### config.mk
export PLATFORM = sky130hd
export DESIGN_NAME = seq_div
export DESIGN_NICKNAME = d
export VERILOG_FILES = /design/src/rtl/seq_div.sv
export SDC_FILE = /design/constraint.sdc
export NUM_CORES = 1
export LEC_CHECK = 0
export BUFFER_PORTS_ARGS = -buffer_cell sky130_fd_sc_hd__buf_2
export CAP_MARGIN = 20
export CORE_ASPECT_RATIO = 1.1
export CORE_MARGIN = 4
export CORE_UTILIZATION = 46
export DETAILED_ROUTE_END_ITERATION = 10
export GPL_ROUTABILITY_DRIVEN = 0
export GPL_TIMING_DRIVEN = 0
export PLACE_DENSITY = 0.72
export SLEW_MARGIN = 20
export SYNTH_ARGS = -nofsm -noshare
export SYNTH_HDL_FRONTEND = slang
export SYNTH_SLANG_ARGS = --single-unit
### constraint.sdc
create_clock -name clk -period 3.8 [get_ports clk]
set_input_delay 0.57 -clock clk [delete_from_list [all_inputs] [get_ports clk]]
set_output_delay 0.57 -clock clk [all_outputs]
set_load 0.05 [all_outputs]
### src/rtl/seq_div.sv
// rtl/seq_div.sv - multi-cycle unsigned restoring divider, one quotient bit per clock
// Valid/ready handshake in and out. Results are held until the next operation completes.
module seq_div #(
  parameter int W = 8
) (
  input  logic         clk,
  input  logic         rst_n,
  input  logic         in_valid,
  output logic         in_ready,
  input  logic [W-1:0] dividend,
  input  logic [W-1:0] divisor,
  output logic         out_valid,
  input  logic         out_ready,
  output logic [W-1:0] quot,
  output logic [W-1:0] rem,
  output logic         div_by_zero
);

  localparam int CW = $clog2(W + 1);

  typedef enum logic [1:0] {IDLE, BUSY, DONE} state_t;

  state_t        state, state_nx;
  logic [W-1:0]  dvd_q;
  logic [W-1:0]  dvs_q;
  logic [W-1:0]  quo_q;
  logic [W:0]    prem_q;
  logic [CW-1:0] cnt_q;

  logic [W+1:0]  shifted;
  logic [W+1:0]  diff;
  logic          qbit;
  logic [W:0]    prem_nx;
  logic          last;
  logic          dvs_zero;

  // The extra top bit of the subtraction is the borrow; no borrow means quotient bit 1.
  always_comb begin
    shifted  = {prem_q, dvd_q[W-1]};
    diff     = shifted - {2'b00, dvs_q};
    qbit     = ~diff[W+1];
    prem_nx  = qbit ? diff[W:0] : shifted[W:0];
    last     = (cnt_q == CW'(W - 1));
    dvs_zero = (dvs_q == '0);
  end

  always_ff @(posedge clk or negedge rst_n) begin
    if (!rst_n) state <= IDLE;
    else        state <= state_nx;
  end

  always_comb begin
    state_nx  = state;
    in_ready  = 1'b0;
    out_valid = 1'b0;
    case (state)
      IDLE: begin
        in_ready = 1'b1;
        if (in_valid) state_nx = BUSY;
      end
      BUSY: begin
        if (dvs_zero || last) state_nx = DONE;
      end
      DONE: begin
        out_valid = 1'b1;
        if (out_ready) state_nx = IDLE;
      end
      default: state_nx = IDLE;
    endcase
  end

  always_ff @(posedge clk or negedge rst_n) begin
    if (!rst_n) begin
      dvd_q       <= '0;
      dvs_q       <= '0;
      quo_q       <= '0;
      prem_q      <= '0;
      cnt_q       <= '0;
      quot        <= '0;
      rem         <= '0;
      div_by_zero <= 1'b0;
    end else begin
      case (state)
        IDLE: begin
          if (in_valid) begin
            dvd_q  <= dividend;
            dvs_q  <= divisor;
            quo_q  <= '0;
            prem_q <= '0;
            cnt_q  <= '0;
          end
        end
        BUSY: begin
          if (dvs_zero) begin
            quot        <= '1;
            rem         <= dvd_q;
            div_by_zero <= 1'b1;
          end else begin
            dvd_q  <= dvd_q << 1;
            prem_q <= prem_nx;
            quo_q  <= {quo_q[W-2:0], qbit};
            cnt_q  <= cnt_q + CW'(1);
            if (last) begin
              quot        <= {quo_q[W-2:0], qbit};
              rem         <= prem_nx[W-1:0];
              div_by_zero <= 1'b0;
            end
          end
        end
        default: ;
      endcase
    end
  end

endmodule

==> results.txt <==
----------------------------------------------------
[Setup path]
  Critical path data required time ... 3.99 ns
  R2R Path End ... rem[1]$_DFFE_PN0P_
  Critical path class ... flop to flop
  Nature of the critical path startpoint ... flop
  Critical-path maximum fanout ... 9
  Register-to-register setup slack ... 1.11 ns
  Depth of the worst register-to-register path ... 9
  Category of the worst setup path capture point ... flop
  Start of the worst register-to-register path ... dvs_q[6]$_DFFE_PN0P_
  Crit path DAT ... 2.88 ns

[Yosys]
  Synth Warn # ... 0
  Area share of fa/ha/maj cells after synthesis ... 0.0470
  Mean area per synthesized cell ... 9.12 um^2
  Multiplexer share of the synthesized area ... 0.0146
  Synthesized cell area ... 0.00282 mm^2
  Nets in the synthesized netlist ... 339
  Part of the Yosys area used for sequential elements ... 0.488
  Ys async rst share ... 1.00
  Largest family of logic cells by synthesized area ... compound AO/OA/AOI/OAI gates
  Number of synthesized flops with an enable pin ... 0
  Number of distinct library cells after synthesis ... 52
  Synth Area in Simple Gates ... 0.184
  Gate count of the mapped netlist ... 309
  Post-synthesis xor/xnor area fraction ... 0.0186
  Most instantiated flip-flop cell in the synthesis netlist ... sky130_fd_sc_hd__dfrtp_1
  Compound-gate portion of the synthesized area ... 0.206
  Flip-flop and latch count after synthesis ... 55

[STA]
  Final worst path period share ... 0.707
  Maximum clock frequency ... 372 MHz
  Tmin final ... 2.69 ns
  Total negative slack for setup checks ... 0 ns
  Remaining max-slew budget at the tightest pin ... 0.500
  Count of final max-slew check failures ... 0
  Total setup violations reported at the end of the flow ... 0
  Worst Setup Slack, final ... 1.11 ns
  Count of endpoints failing hold in the final timing report ... 0
  Setup repair after global routing missed its margin ... no
  Worst clock skew on the final layout ... 0.0169 ns
  Worst Tran Pin Value ... 0.743 ns

[Detailed routing]
  Initial DRT Pass Iterations ... 4
  Starting DRT DRC Count ... 205
  Number of DRC violations after detailed routing ... 0
  Routed wire length ... 7.02 mm
  Number of routed nets with antenna violations ... 0
  Post-DR wirelength/cell ... 16.2 um
  Via/cell ratio ... 5.52
  Via count ... 2,383

[GRT]
  Largest net degree at the start of global routing ... 56
  Via count of the first global-routing pass ... 2,252
  GRT Overall Usage ... 0.193
  Initial antenna violation count ... 0
  Overflow after GRT ... 0
  First-pass GRT wire length ... 11.2 mm

[Job]
  Count of max-cap constraint violations ... 0

[Clock network]
  Maximum buffer depth of the clock tree ... 2
  Clock sinks ... 55
  CTS clock-pin slew for the worst setup and hold paths ... 0.12 ns
  Number of setup buffers added after CTS ... 0
  TritonCTS clock tree ... built
  Cell at the root of the clock tree ... sky130_fd_sc_hd__clkbuf_8
  Number of cells upsized or downsized after cts ... 0
  TritonCTS Buffers ... 5
  Clock insertion delay at the later pin of the skew report ... 0.32 ns
  Number of hold buffers added after CTS ... 0
  Number of H-tree levels ... 2

[Finish]
  Growth of design area from synthesis to finish ... 13.7%
  Number of fillers in the final layout ... 550
  Footprint of the multi-input gates ... 0.00133 mm^2
  Number of inserted diodes ... 0
  Layout cells sized above 1 ... 0.166
  FF+latch area ... 0.00138 mm^2
  Post-layout nets ... 384

[Floorplanning]
  I/O pin cnt ... 39
  Area of the core ... 0.00584 mm^2
  Height of the chip ... 90.1 um
  Die footprint ... 0.00745 mm^2
  Die width ... 82.6 um
  Number of placement rows ... 29
  Starting density of the core ... 0.483

[Placed design]
  HPWL after detailed placement ... 5.06 mm
  Port Buffer Count ... 38
  Setup Slack @ Placement ... 1.13 ns

[Run status]
  Result of the run ... complete, no violations

[Hold path]
  Worst min path class ... input port to asynchronous set/reset pin

----------------------------------------------------
worst max-delay path, stage by stage (launching register included):
cell                      delay [ns]
sky130_fd_sc_hd__dfrtp_1        0.37
sky130_fd_sc_hd__inv_1          0.07
sky130_fd_sc_hd__ha_1           0.39
sky130_fd_sc_hd__a21oi_4        0.19
sky130_fd_sc_hd__o21ai_2        0.11
sky130_fd_sc_hd__nor4_2         0.68
sky130_fd_sc_hd__or2_1          0.20
sky130_fd_sc_hd__buf_6          0.14
sky130_fd_sc_hd__mux2i_1        0.28
sky130_fd_sc_hd__a31oi_1        0.12
cell usage in the layout (no fill, tap or decap), drive strengths merged, types with 2 or more instances in the layout:
master  instances
a211oi          3
a21o            2
a21oi          17
a22oi           8
a31oi           2
and2            2
buf            39
clkbuf         20
dfrtp          55
ha              9
inv            14
mux2i           3
nand2          62
nand2b          4
nand3          15
nand4           2
nor2           15
nor3            4
nor4            4
o211ai          2
o21a            2
o21ai          39
o32ai           4
or2             2
or3             3
xnor2           5
logic make-up after synthesis:
family | Yosys count
AO/OA/AOI/OAI | 90
multiplexers | 4
flip-flops | 55
XOR/XNOR | 6
buffers and inverters | 29
adder cells (fa/ha/maj) | 10
AND/OR/NAND/NOR | 115
per-layer routing:
metal	up-vias	wire, um	global-route usage	part of all wire
li1	1175	-	-	-
met1	1134	3240	0.288	0.46
met2	66	3340	0.288	0.48
met3	8	378	0.0360	0.054
met4	0	57	0.0436	0.0081
met5	-	0	0	0
per-stage QoR:
step | utilization | instance area [um^2] | std cells | hold slack, ns
after floorplan | - | 2820 | 309 | 0.274
after global placement | 0.532 | 3110 | 424 | 0.448
after detailed placement | 0.532 | 3110 | 424 | 0.450
after CTS | 0.549 | 3200 | 432 | 0.318
after global routing | 0.549 | 3200 | 432 | 0.334
final | 0.549 | 3200 | 432 | 0.262
state kept, by name (all words and copies together), names as in the netlist:
name,cells
cnt_q,4
div_by_zero,1
dvd_q,8
dvs_q,8
prem_q,9
quo_q,7
quot,8
rem,8
state,2
cells in the mapped netlist, types with 2 or more instances:
cell type,instances,area share
sky130_fd_sc_hd__nand4_1,2,0.0044
sky130_fd_sc_hd__dfrtp_1,55,0.49
sky130_fd_sc_hd__a31oi_1,2,0.0044
sky130_fd_sc_hd__and2_1,2,0.0044
sky130_fd_sc_hd__mux2i_1,3,0.011
sky130_fd_sc_hd__o21a_1,2,0.0053
sky130_fd_sc_hd__a21oi_1,15,0.027
sky130_fd_sc_hd__inv_1,12,0.016
sky130_fd_sc_hd__nor4_1,3,0.0067
sky130_fd_sc_hd__xnor2_1,5,0.016
sky130_fd_sc_hd__a21o_1,2,0.0053
sky130_fd_sc_hd__a211oi_1,2,0.0053
sky130_fd_sc_hd__nand2b_1,4,0.0089
sky130_fd_sc_hd__o21ai_1,4,0.0071
sky130_fd_sc_hd__nor3_1,3,0.0053
sky130_fd_sc_hd__o211ai_1,2,0.0053
sky130_fd_sc_hd__nor2_1,14,0.019
sky130_fd_sc_hd__o32ai_1,4,0.012
sky130_fd_sc_hd__o21ai_0,34,0.060
sky130_fd_sc_hd__nand2_1,62,0.083
sky130_fd_sc_hd__nand3_1,15,0.027
sky130_fd_sc_hd__or3_1,3,0.0067
sky130_fd_sc_hd__a22oi_1,8,0.021
sky130_fd_sc_hd__clkbuf_1,15,0.020
sky130_fd_sc_hd__ha_1,9,0.040
area by class of cell:
type,count,share of cell area
clock inverters,3,0.00859
multi-input cells,225,0.414
inverters,13,0.0152
well taps,77,0.0301
repair buffers,38,0.0601
plain buffers,16,0.0211
flip-flops and latches,55,0.430
clock buffers,5,0.0215
worst max-delay path by stage:
stage                         start                     to  slack [ns]  cells past startpoint
2_1_floorplan  dvd_q[7]$_DFFE_PN0P_  prem_q[8]$_DFFE_PN0P_        1.50                     10
5_1_grt        dvs_q[6]$_DFFE_PN0P_     rem[1]$_DFFE_PN0P_        0.90                      9
4_1_cts        dvs_q[6]$_DFFE_PN0P_     rem[1]$_DFFE_PN0P_        1.11                      9
6_report       dvs_q[6]$_DFFE_PN0P_     rem[1]$_DFFE_PN0P_        1.11                      9
3_5_place_dp   dvs_q[6]$_DFFE_PN0P_     rem[1]$_DFFE_PN0P_        1.13                      9
3_3_place_gp   dvs_q[6]$_DFFE_PN0P_     rem[1]$_DFFE_PN0P_        1.20                      9
Power is not shown: default switching activity piles up to over one toggle a cycle in this logic, so the estimate is an artifact.
